[config.mk]
export PLATFORM = sky130hd
export DESIGN_NAME = sgd_momentum_stream
export DESIGN_NICKNAME = d
export VERILOG_FILES = /design/src/rtl/sgd_momentum_stream.sv
export SDC_FILE = /design/constraint.sdc
export NUM_CORES = 2
export LEC_CHECK = 0
export BUFFER_PORTS_ARGS = -buffer_cell sky130_fd_sc_hd__buf_2
export CAP_MARGIN = 10
export CORE_UTILIZATION = 50
export CTS_CLUSTER_DIAMETER = 120
export CTS_CLUSTER_SIZE = 10
export DETAILED_ROUTE_END_ITERATION = 12
export GPL_ROUTABILITY_DRIVEN = 0
export GPL_TIMING_DRIVEN = 0
export MAX_ROUTING_LAYER = met4
export PLACE_DENSITY = 0.7
export RECOVER_POWER = 25
export SYNTH_ARGS = -nofsm -noshare
export SYNTH_HDL_FRONTEND = slang
export SYNTH_SLANG_ARGS = --single-unit
[constraint.sdc]
create_clock -name clk -period 18.9 [get_ports clk]
set_input_delay 0.945 -clock clk [delete_from_list [all_inputs] [get_ports clk]]
set_output_delay 0.945 -clock clk [all_outputs]
set_load 0.01 [all_outputs]
[src/rtl/sgd_momentum_stream.sv]
// Streaming SGD-with-momentum optimizer: one parameter/gradient pair per beat,
// per-element velocity kept internally, saturating fixed-point arithmetic.
module sgd_momentum_stream #(
  parameter int DATA_W     = 16,
  parameter int FRAC_BITS  = 8,
  parameter int NUM_PARAMS = 9,
  parameter int IDX_W      = (NUM_PARAMS > 1) ? $clog2(NUM_PARAMS) : 1
) (
  input  logic              clk,
  input  logic              rst,
  input  logic              start,
  input  logic              clear_vel,
  input  logic [DATA_W-1:0] lr,
  input  logic [DATA_W-1:0] mu,
  input  logic              in_valid,
  output logic              in_ready,
  input  logic [DATA_W-1:0] in_param,
  input  logic [DATA_W-1:0] in_grad,
  output logic              out_valid,
  input  logic              out_ready,
  output logic [DATA_W-1:0] out_param,
  output logic [IDX_W-1:0]  out_idx,
  output logic              busy,
  output logic              done
);

  // state | meaning
  // IDLE  | waiting for start
  // CLEAR | zeroing one velocity entry per cycle
  // RUN   | accepting parameter/gradient beats
  // FLUSH | waiting for the last output beat to be taken
  typedef enum logic [1:0] {S_IDLE, S_CLEAR, S_RUN, S_FLUSH} state_t;

  localparam int SW = 2*DATA_W + 1;
  localparam logic [IDX_W-1:0] LAST = IDX_W'(NUM_PARAMS - 1);
  localparam logic signed [SW-1:0] SMAX = SW'((2**(DATA_W-1)) - 1);
  localparam logic signed [SW-1:0] SMIN = -SMAX - SW'(1);

  state_t state, state_nxt;
  logic [IDX_W-1:0] idx;
  logic signed [DATA_W-1:0] lr_r, mu_r;
  logic signed [DATA_W-1:0] vel [NUM_PARAMS];
  logic signed [DATA_W-1:0] out_param_r;
  logic accept, out_take, done_nxt;

  logic signed [DATA_W-1:0]   v_rd, g_s, p_s, v_new, step, p_new;
  logic signed [2*DATA_W-1:0] prod_mv, prod_st;
  logic signed [SW-1:0]       sum_v, diff_p;

  function automatic logic signed [DATA_W-1:0] sat(input logic signed [SW-1:0] x);
    if (x > SMAX)      sat = SMAX[DATA_W-1:0];
    else if (x < SMIN) sat = SMIN[DATA_W-1:0];
    else               sat = x[DATA_W-1:0];
  endfunction

  // datapath: full-width products, floor shift, then clamp at each stage
  assign v_rd    = vel[idx];
  assign g_s     = in_grad;
  assign p_s     = in_param;
  assign prod_mv = (2*DATA_W)'(mu_r) * (2*DATA_W)'(v_rd);
  assign sum_v   = SW'(prod_mv >>> FRAC_BITS) + SW'(g_s);
  assign v_new   = sat(sum_v);
  assign prod_st = (2*DATA_W)'(lr_r) * (2*DATA_W)'(v_new);
  assign step    = sat(SW'(prod_st >>> FRAC_BITS));
  assign diff_p  = SW'(p_s) - SW'(step);
  assign p_new   = sat(diff_p);

  assign accept    = in_valid & in_ready;
  assign out_take  = out_valid & out_ready;
  assign out_param = out_param_r;

  always_ff @(posedge clk or posedge rst) begin
    if (rst) state <= S_IDLE;
    else     state <= state_nxt;
  end

  always_comb begin
    state_nxt = state;
    case (state)
      S_IDLE:  if (start) state_nxt = clear_vel ? S_CLEAR : S_RUN;
      S_CLEAR: if (idx == LAST) state_nxt = S_RUN;
      S_RUN:   if (accept && idx == LAST) state_nxt = S_FLUSH;
      S_FLUSH: if (out_take) state_nxt = S_IDLE;
      default: state_nxt = S_IDLE;
    endcase
  end

  always_comb begin
    in_ready = (state == S_RUN) && (!out_valid || out_ready);
    busy     = (state != S_IDLE);
    done_nxt = (state == S_FLUSH) && out_take;
  end

  always_ff @(posedge clk or posedge rst) begin
    if (rst) begin
      idx  <= '0;
      lr_r <= '0;
      mu_r <= '0;
      done <= 1'b0;
    end else begin
      done <= done_nxt;
      case (state)
        S_IDLE: begin
          idx <= '0;
          if (start) begin
            lr_r <= lr;
            mu_r <= mu;
          end
        end
        S_CLEAR: idx <= (idx == LAST) ? '0 : idx + 1'b1;
        S_RUN:   if (accept) idx <= (idx == LAST) ? '0 : idx + 1'b1;
        default: idx <= '0;
      endcase
    end
  end

  always_ff @(posedge clk or posedge rst) begin
    if (rst) begin
      for (int k = 0; k < NUM_PARAMS; k++) vel[k] <= '0;
    end else if (state == S_CLEAR) begin
      vel[idx] <= '0;
    end else if (accept) begin
      vel[idx] <= v_new;
    end
  end

  // single output register; a take and a reload may share one edge
  always_ff @(posedge clk or posedge rst) begin
    if (rst) begin
      out_valid   <= 1'b0;
      out_param_r <= '0;
      out_idx     <= '0;
    end else if (accept) begin
      out_valid   <= 1'b1;
      out_param_r <= p_new;
      out_idx     <= idx;
    end else if (out_ready) begin
      out_valid   <= 1'b0;
    end
  end

endmodule

==> qor.yml <==
die:
  ios: 94
  initial_core_util_pct: 50.5
  die_h_um: 251
  row_count: 91
  die-area_mm2: 0.0632
  core_area_mm2: 0.0616
  die_width_um: 251
setup_path:
  path_buf_inv: 20
  cp_common_cell: "fa_1"
  r2r-start: "idx[3]"
  r2r_setup_slack_ns: -0.73
  r2r_cells: 85
  crit_path_end_kind: "flip-flop"
  crit_slowest_cell: "fa_1"
  cp_top_family: "adder cells"
  cp_data_required_time_ns: 19.33
  critPathMaxStageDelay_ns: 0.60
  path_class: "reg -> reg"
  cp-start-kind: "flip-flop"
  critical_path_arrival_ns: 20.06
  path_max_fanout: 10
  r2r_end: "out_param[2]"
logic_synthesis:
  synth_mux_area_share_pct: 3.65
  synthTopCellsByArea: "fa_1, dfrtp_1, ha_1, inv_1, nand2_1"
  synthesis.nets: 4094
  syn_inst: 3291
  ys_ff_latch: 204
  synth_cell_type_count: 86
  yosys.area_share.simple_pct: 14.1
  syn_area_per_cell_um2: 9.45
  synth-main-ff-cell: "dfrtp_1"
  synth_top_area_share_pct: 33.7
  synth-xor-area-share_pct: 2.28
  synthAdderAreaFrac_pct: 42.2
  netlist.top_cell.by_area: "fa_1"
  synth-async-reset-ratio_pct: 100
  synth_compound_area_share_pct: 11.8
  synth_edf_count: 0
  yosysWarnings: 0
  ys_seq_area_share_pct: 16.4
  syn-cell-area_mm2: 0.0311
  synth_top_family_by_area: "adder cells"
cells_and_area:
  syn_to_final_growth_pct: 18.9
  final_area_mm2: 0.0370
  drive_above_1_share_pct: 20.0
  mostFrequentLayoutCells: "inv_1, fa_1, nand2_1"
  mostFrequentLayoutCell: "inv_1"
  antenna_cells: 0
  nNetsFinal: 4401
clock_tree:
  cts_root_buf: "clkbuf_16"
  ctsHtreeMaxLevel: 1
  cts_tree: "yes"
  clk_pin_slew_ns: 0.06
  cts_buffers: 26
  insertion_delay_ns: 0.57
  cts.sinks: 204
  cts_hold_buf: 0
  clock_path_buffers: 3
global_routing:
  grt_pass1_wl_um: 145000
  grtUsageTotal_pct: 30.3
  antenna_found_initial: 0
  grt.overflow.total: 0
  grt_pass1_vias: 26000
  grt_max_degree: 113
flow_run:
  cap_violations: 1
worst_hold_path:
  holdPathStages: 2
  hold_path_end: "vel[80]"
  min-delay-start: "vel[80]"
  min_path_type: "reg -> reg"
placed_design:
  hpwl_um: 68300
  portBuffers: 93
  dpl_cell_area_mm2: 0.0328
sta:
  fin_crit_sh_pct: 104
  clock.fmax_mhz: 50.9
  hold_viol_final: 0
  setup_ws_ns: -0.731
  max_slew_margin_pct: -266
  worst-slew-pin-transition_ns: 5.47
  setup-tns-final_ns: -10.31
  rsz0062_at_grt: "yes"
  maxSlewViolCount: 113
  setup_viol: 16
  period_needed_ns: 19.63
  finClkSkew_ns: 0.0262
detailed_routing:
  vias: 25000
  drtIter0Drc: 1656
  drc_errors: 0
  routedWlPerCell_um: 20.5
  avgViaCountPerCell: 5.63
  ant_nets: 0
  wl_um: 90800
  drtPass1Iterations: 7
status:
  violations: "capacitance limit, slew limit, setup timing"
  status: "complete, but fails checks"
==> registers in the layout (all words and copies together) (netlist names) <==
register / flops
done: 1
idx: 4
lr_r: 16
mu_r: 16
out_idx: 4
out_param: 16
out_valid: 1
state: 2
vel: 144
==> through the flow <==
| stage | setup slack (ns) | hold slack [ns] | instances | util, % |
|---|---|---|---|---|
| after floorplan | 0.0345 | 0.444 | 3291 | - |
| after global placement | -4.81 | 0.457 | 4221 | 53.2 |
| after detailed placement | -4.60 | 0.467 | 4227 | 53.3 |
| after CTS | -0.675 | 0.479 | 4409 | 59.2 |
| after global routing | -1.34 | 0.500 | 4439 | 60.0 |
| final | -0.731 | 0.477 | 4439 | 60.0 |
==> worst reg2reg max path: cells and delay by family (launching register included) <==
family	cells	cell delay, ns
mux	1	0.17
simple gates	16	2.93
compound gates	30	6.13
buf+inv	20	2.36
flops	1	0.46
fa+ha+maj	17	7.33
xor+xnor	1	0.13
==> cell families after synthesis <==
family | after synthesis
xor+xnor | 81
flops | 204
fa+ha+maj | 733
compound gates | 504
simple gates | 890
mux | 90
buf+inv | 789
==> cell type report <==
class,instances,area (um2)
Buffer,134,1140
Clock buffer,27,664
Clock inverter,5,71.3
Fill cell,5141,24600
Inverter,646,2440
Multi-Input combinational cell,2298,24400
Sequential cell,204,5110
Tap cell,837,1050
Timing Repair Buffer,288,2100
==> repair_timing <==
action                     4_1_cts  5_1_grt
gates resized for setup        382       80
setup endpoints to repair       16       16
cloned                           3        1
setup buffers                  156       30
pin swaps                      104       63
==> synth_stat cells, types with 5 or more instances <==
cell type	n
a211oi_1	10
a21boi_0	6
a21o_1	29
a21oi_1	95
a21oi_2	15
a22o_1	136
a22oi_1	6
a31oi_1	5
and2_1	174
and3_1	15
buf_1	19
buf_2	5
clkbuf_1	117
dfrtp_1	204
fa_1	524
ha_1	209
inv_1	644
mux2_2	36
mux2i_1	38
mux4_2	15
nand2_1	360
nand2b_1	30
nand3_1	13
nand4_1	14
nor2_1	125
nor2b_1	87
nor3_1	21
o211ai_1	5
o21a_1	16
o21ai_0	69
o21ai_1	18
o21bai_1	10
o221a_2	15
o22ai_1	17
or2_2	12
or3_1	15
xnor2_1	60
xor2_1	21
==> metal layers <==
layer / global-route usage, % / up-vias / share of wire [%]
li1: - / 11000 / -
met1: 38.5 / 12700 / 40
met2: 48.6 / 960 / 48
met3: 5.00 / 261 / 6.9
met4: 11.9 / 0 / 4.7
met5: - / - / 0
==> worst max path at each step <==
stage / start / end / slack [ns] / cells past startpoint
after detailed placement: idx[2] / out_param[9] / -4.60 / 79
after global routing: idx[3] / out_param[0] / -1.34 / 89
final: idx[3] / out_param[2] / -0.73 / 85
after global placement: idx[2] / out_param[0] / -4.81 / 78
after CTS: idx[0] / out_param[2] / -0.67 / 85
after floorplan: idx[0] / out_param[0] / 0.03 / 81
Power is left out: the tool's default activity adds up to more than one toggle a clock period on the data nets, which glitch-free logic cannot reach.
